`src/rtl/tile_pkg.sv`:
```
// tile_pkg: shared board geometry, cell index type and selector state type
// for the tile selection path.
package tile_pkg;

    localparam int GRID_W = 6;
    localparam int GRID_H = 6;
    localparam int CELLS  = GRID_W * GRID_H;
    localparam int IDX_W  = 6;

    typedef logic [IDX_W-1:0] cell_idx_t;

    typedef enum logic [1:0] {
        IDLE = 2'd0,
        ONE  = 2'd1,
        PAIR = 2'd2
    } sel_state_t;

endpackage

```
`src/rtl/tile_selector_onehot_decode.sv`:
```
// onehot_decode: combinational decode of a one-hot cursor bus.
//   bus       in   CELLS  one-hot cursor, bit i = cell i
//   cur_idx   out  IDX_W  position of the set bit (meaningful only when valid)
//   cur_valid out  1      exactly one bit of bus is set
module onehot_decode
    import tile_pkg::*;
#(
    parameter int CELLS = tile_pkg::CELLS,
    parameter int IDX_W = tile_pkg::IDX_W
) (
    input  logic [CELLS-1:0] bus,
    output logic [IDX_W-1:0] cur_idx,
    output logic             cur_valid
);

    // Saturating count of set bits: 0, 1, or "2 or more".
    logic [1:0] hits;

    always_comb begin
        hits    = '0;
        cur_idx = '0;
        for (int unsigned i = 0; i < CELLS; i++) begin
            if (bus[i]) begin
                cur_idx = IDX_W'(i);
                if (hits != 2'd2) begin
                    hits = hits + 2'd1;
                end
            end
        end
    end

    assign cur_valid = (hits == 2'd1);

endmodule

```
`src/rtl/tile_selector.sv`:
```
// tile_selector: captures two player picks from the one-hot cursor bus and
// offers them as a pair to the match checker via valid/ready.
//   clk, rst     clock, synchronous active-high reset
//   cur_bus      one-hot cursor position (row-major cell index)
//   sel          debounced select button (level; acted on at rising edge)
//   clear        abandon any selection, withdraw an unaccepted pair
//   first_idx    index of the first pick
//   second_idx   index of the second pick
//   pair_valid   pair offered to the checker
//   pair_ready   checker accepts the pair
//   sel_bus      highlight of the selected cell(s)
//   bad_cur      one-cycle pulse on a select edge with an invalid cursor
//   timeout      one-cycle pulse when the first pick expires
// Optional first-pick expiry is enabled by defining TILE_SELECTOR_TIMEOUT_EN;
// without it the timer is absent and timeout is constant 0.
module tile_selector
    import tile_pkg::*;
#(
    parameter int GRID_W         = tile_pkg::GRID_W,
    parameter int GRID_H         = tile_pkg::GRID_H,
    parameter int CELLS          = GRID_W * GRID_H,
    parameter int IDX_W          = tile_pkg::IDX_W,
    parameter int TIMEOUT_CYCLES = 50_000_000
) (
    input  logic             clk,
    input  logic             rst,
    input  logic [CELLS-1:0] cur_bus,
    input  logic             sel,
    input  logic             clear,
    output logic [IDX_W-1:0] first_idx,
    output logic [IDX_W-1:0] second_idx,
    output logic             pair_valid,
    input  logic             pair_ready,
    output logic [CELLS-1:0] sel_bus,
    output logic             bad_cur,
    output logic             timeout
);

    sel_state_t       state;
    logic             sel_q;
    logic             sel_edge;
    logic [IDX_W-1:0] cur_idx;
    logic             cur_valid;
    logic             pick;

    onehot_decode #(
        .CELLS (CELLS),
        .IDX_W (IDX_W)
    ) u_decode (
        .bus       (cur_bus),
        .cur_idx   (cur_idx),
        .cur_valid (cur_valid)
    );

    // sel_q resets to 0, so a sel already high right after reset is an edge.
    assign sel_edge = sel & ~sel_q;
    assign pick     = sel_edge & cur_valid;

`ifdef TILE_SELECTOR_TIMEOUT_EN
    logic [31:0] timer;
    logic        timeout_q;
    logic        expired;

    // Timer is 0 on the first cycle in ONE and counts up while there.
    assign expired = (state == ONE) && (timer == 32'(TIMEOUT_CYCLES - 1));
    assign timeout = timeout_q;

    always_ff @(posedge clk) begin
        if (rst || state != ONE) begin
            timer <= '0;
        end else begin
            timer <= timer + 32'd1;
        end
    end
`else
    assign timeout = 1'b0;
`endif

    always_ff @(posedge clk) begin
        if (rst) begin
            state      <= IDLE;
            first_idx  <= '0;
            second_idx <= '0;
            pair_valid <= 1'b0;
            sel_bus    <= '0;
            bad_cur    <= 1'b0;
            sel_q      <= 1'b0;
`ifdef TILE_SELECTOR_TIMEOUT_EN
            timeout_q  <= 1'b0;
`endif
        end else begin
            sel_q   <= sel;
            bad_cur <= 1'b0;
`ifdef TILE_SELECTOR_TIMEOUT_EN
            timeout_q <= 1'b0;
`endif
            if (clear) begin
                // Also covers clear+pair_ready: the handshake completes anyway,
                // since both paths end in IDLE with the pair dropped.
                state      <= IDLE;
                sel_bus    <= '0;
                pair_valid <= 1'b0;
            end else begin
                unique case (state)
                    IDLE: begin
                        if (pick) begin
                            first_idx <= cur_idx;
                            sel_bus   <= CELLS'(1) << cur_idx;
                            state     <= ONE;
                        end else if (sel_edge) begin
                            bad_cur <= 1'b1;
                        end
                    end
                    ONE: begin
                        if (pick && cur_idx == first_idx) begin
                            sel_bus <= '0;
                            state   <= IDLE;
                        end else if (pick) begin
                            second_idx <= cur_idx;
                            sel_bus    <= sel_bus | (CELLS'(1) << cur_idx);
                            pair_valid <= 1'b1;
                            state      <= PAIR;
                        end else begin
                            if (sel_edge) begin
                                bad_cur <= 1'b1;
                            end
`ifdef TILE_SELECTOR_TIMEOUT_EN
                            if (expired) begin
                                sel_bus   <= '0;
                                timeout_q <= 1'b1;
                                state     <= IDLE;
                            end
`endif
                        end
                    end
                    PAIR: begin
                        if (pair_ready) begin
                            pair_valid <= 1'b0;
                            sel_bus    <= '0;
                            state      <= IDLE;
                        end
                    end
                    default: state <= IDLE;
                endcase
            end
        end
    end

endmodule
```
`config.mk`:
```
export PLATFORM = sky130hd
export DESIGN_NAME = tile_selector
export DESIGN_NICKNAME = d
export VERILOG_FILES = /design/src/rtl/tile_pkg.sv /design/src/rtl/tile_selector_onehot_decode.sv /design/src/rtl/tile_selector.sv
export SDC_FILE = /design/constraint.sdc
export NUM_CORES = 1
export LEC_CHECK = 0
export ABC_AREA = 1
export BUFFER_PORTS_ARGS = -buffer_cell sky130_fd_sc_hd__buf_2
export CAP_MARGIN = 20
export CORE_ASPECT_RATIO = 0.75
export CORE_MARGIN = 2
export CORE_UTILIZATION = 60
export CTS_BUF_LIST = sky130_fd_sc_hd__clkbuf_4
export DETAILED_ROUTE_END_ITERATION = 8
export GPL_ROUTABILITY_DRIVEN = 0
export HOLD_SLACK_MARGIN = 0.08
export PLACE_DENSITY_LB_ADDON = 0.15
export SETUP_SLACK_MARGIN = 0.4
export SYNTH_ARGS = -nofsm -noshare
export SYNTH_HDL_FRONTEND = slang
export SYNTH_SLANG_ARGS = --single-unit
```
`constraint.sdc`:
```
create_clock -name clk -period 12.8 [get_ports clk]
set_input_delay 1.92 -clock clk [delete_from_list [all_inputs] [get_ports clk]]
set_output_delay 1.92 -clock clk [all_outputs]
set_load 0.03 [all_outputs]
```
==> impl_metrics.yaml <==
setup_path:
  rr_worst_depth: 7
  end_kind: "flip-flop"
  critPathLaunch: "cur_bus[0]"
  critPathMaxStageDelay_ns: 0.29
  cp_slowest_cell: "ha_1"
  crit_type: "in -> reg"
  crit_path_end: "sel_bus[11]"
  r2r_end: "sel_bus[21]"
  r2r_setup_slack_ns: 10.67
  crit_top_cell: "nand2_1"
  crit-reg2reg-launch: "state[0]"
  cp.arrival_ns: 11.64
  critPathMaxFanout: 18
  worstPathRequired_ns: 13.13
  worstSetupStartpointType: "input pin"
pwr:
  ir_drop_mv: 0.108
  powerDensity_nw_per_um2: 196
  power_switching_mw: 0.889
  finalPower_mw: 1.47
  p_int_mw: 0.576
  p_leak_nw: 3.69
  swShare_pct: 60.7
  p_comb_share_pct: 82.6
  pwr-share-clk_pct: 5.1
  seqPwrFrac_pct: 12.3
routing:
  routed_wl_um: 18200
  dr_total_vias: 7820
  route.detailed.drc: 0
  vias_per_cell: 5.66
  ant_nets: 0
  initialDrtViolationCount: 733
  drt-wirelength-per-cell_um: 13.2
  first_pass_iters: 6
clock_network:
  numCtsBuffers: 5
  cts_tree: "done"
  root_buffer: "clkbuf_4"
  htree_levels: 2
  clock_path_buffers: 2
  clock-sinks: 53
  clock_latency_ns: 0.40
  clkTransAtPathRegs_ns: 0.14
placement:
  pre_cts_ws_ns: 0.701
  placed_area_sq_um: 7160
  dp_hpwl_um: 13800
  io_buffers: 90
global_route:
  antenna_found_initial: 0
  grt_start_max_net_pins: 37
  grtUsageTotal_pct: 28.5
  overflow: 0
  grt_pass1_vias: 6480
  grt_pass1_wl_um: 29500
die:
  initial_core_util_pct: 61.9
  fp-row-count: 33
  die_area_sq_um: 12200
  io-pin-count: 92
  core_sq_um: 11000
  die_w_um: 127
  die_h_um: 96.3
synthesis:
  netlist.area_leader.share_pct: 22.8
  synthArstFlopShare_pct: 0
  synth.top_cells.by_area: "nand2_1 23%, dfxtp_1 16%, nand3_1 12%"
  synth_edf_count: 0
  synth.yosys.seq_area_share_pct: 15.6
  synth_compound_area_share_pct: 15.8
  synth_xor_area_share_pct: 0.770
  synth_ff_type: "dfxtp_1"
  yosysTopAreaCell: "nand2_1"
  synthAdderAreaFrac_pct: 1.65
  synth_area_sq_um: 6820
  synth_top_family_by_area: "simple AND/OR/NAND/NOR gates"
  synth_cell_type_count: 46
  syn_avg_cell_area_sq_um: 5.79
  synthMuxAreaShare_pct: 0
  synth_cells: 1179
  syn-num-nets: 1229
  yosys_warnings: 0
  synth-simple-area-share_pct: 55.4
  synth_seq_cells: 53
sta:
  finalHoldViolations: 0
  setup_violations: 0
  fin_tns_setup_ns: 0
  maxSlewHeadroom_pct: 51.1
  period_minus_slack_ns: 11.31
  setup_ws_ns: 1.49
  finalCritPeriodShare_pct: 88.3
  drv_slew: 0
  tightest_slew_ns: 0.734
  clock_skew_ns: 0.0115
  hold_ws_ns: 0.489
  fmax_mhz: 88.4
  rsz0062_at_grt: "false"
layout:
  area_growth_pct: 9.37
  nNetsFinal: 1291
  drive_gt1_share_pct: 25.2
  fin_area_sq_um: 7460
  fillers: 1019
  antennaDiodeCount: 0
hold_path:
  min_path_type: "reg -> reg"
status:
  status: "finished clean"
flow_run:
  cap_viol_max_count: 0
==> worst min-delay path by stage <==
stage,endpoint,slack [ns],start,cells after the start
4_1_cts,sel_bus[27],0.49,sel_bus[27],2
5_1_grt,sel_bus[27],0.51,sel_bus[27],2
2_1_floorplan,state[1],0.49,state[1],2
3_5_place_dp,sel_bus[27],0.47,sel_bus[27],2
3_3_place_gp,sel_bus[8],0.47,sel_bus[8],2
6_report,sel_bus[27],0.49,sel_bus[27],2
==> cells in the mapped netlist (5+ instances only) <==
master    instances
a21oi_1          61
a21oi_2          18
a22o_1           16
a32o_1           13
buf_2            15
buf_4            14
clkbuf_1          8
dfxtp_1          53
ha_1              9
inv_1            83
inv_2            17
nand2_1         414
nand2_2          64
nand2_4           5
nand3_1         170
nand3_2          40
nand4_1           5
nor2_1           68
nor2_2           10
nor3_1            7
nor4_1            5
o21ai_0          24
o21ai_1          13
o21ai_2           9
xor2_1            5
==> sequential cells by signal, summed over array words and instances, names as in the netlist <==
register	flops
state	2
bad_cur	1
first_idx	6
sel_bus	36
sel_q	1
second_idx	6
pair_valid	1
==> cell usage in the layout (no fill, tap or decap), types with 8 or more instances in the layout <==
| master | n |
|---|---|
| a22o_1 | 16 |
| o21ai_2 | 9 |
| o21ai_1 | 12 |
| nand3_1 | 168 |
| inv_2 | 19 |
| nand2_1 | 396 |
| nor2_4 | 8 |
| nor2_2 | 8 |
| a32o_1 | 13 |
| a21oi_1 | 60 |
| nand3_2 | 42 |
| dfxtp_1 | 53 |
| nor2_1 | 65 |
| buf_2 | 90 |
| nand2_2 | 80 |
| inv_1 | 82 |
| a21oi_2 | 19 |
| o21ai_0 | 22 |
==> final cells by class <==
class / instances / area [sq um] / area share (%)
multi-input cells: 975 / 5200 / 69.6
flip-flops and latches: 53 / 1060 / 14.2
repair buffers: 101 / 582 / 7.80
inverters: 105 / 397 / 5.32
well taps: 140 / 175 / 2.35
clock buffers: 5 / 37.5 / 0.503
clock inverters: 3 / 12.5 / 0.168
==> power by group through the flow <==
stage          Clock, mW  Combinational (mW)  Sequential [mW]
3_3_place_gp           0                1.09            0.183
4_1_cts           0.0744                1.11            0.180
5_1_grt           0.0820                1.36            0.181
6_report          0.0751                1.21            0.180
3_5_place_dp           0                1.10            0.183
2_1_floorplan          0               0.925            0.193
==> metal layers <==
layer  routed length, um  GRT usage (%)
met1                8780           42.9
met2                7760           44.2
met3                1490           3.11
met4                 175           4.95
met5                   0              0
==> timing repair <==
| item | 4_1_cts | 5_1_grt |
|---|---|---|
| setup endpoints to repair | 0 | 51 |
| setup buffers | 0 | 6 |
| hold buffers | 0 | 0 |
| resized for setup | 0 | 45 |
==> worst max-delay path, delay by kind of cell <==
kind                     cells  cell delay (ns)
adder cells (fa/ha/maj)      2             0.51
AND/OR/NAND/NOR             85             7.64
buffers and inverters        8             0.78
AO/OA/AOI/OAI                4             0.74
==> stage by stage <==
stage,cells,util (%)
2_1_floorplan,1179,-
3_3_place_gp,1365,64.7
3_5_place_dp,1366,65.0
4_1_cts,1374,65.4
5_1_grt,1382,67.7
6_report,1382,67.7
==> cells by family (layout without fill, tap and decap cells) <==
kind of cell / count (synthesis) / in the layout
AO/OA/AOI/OAI: 161 / 161
XOR/XNOR: 6 / 6
other: 1 / 1
AND/OR/NAND/NOR: 796 / 798
buffers and inverters: 153 / 214
flip-flops: 53 / 53
adder cells (fa/ha/maj): 9 / 9
Note: power is estimated with default switching activity, not from simulation.
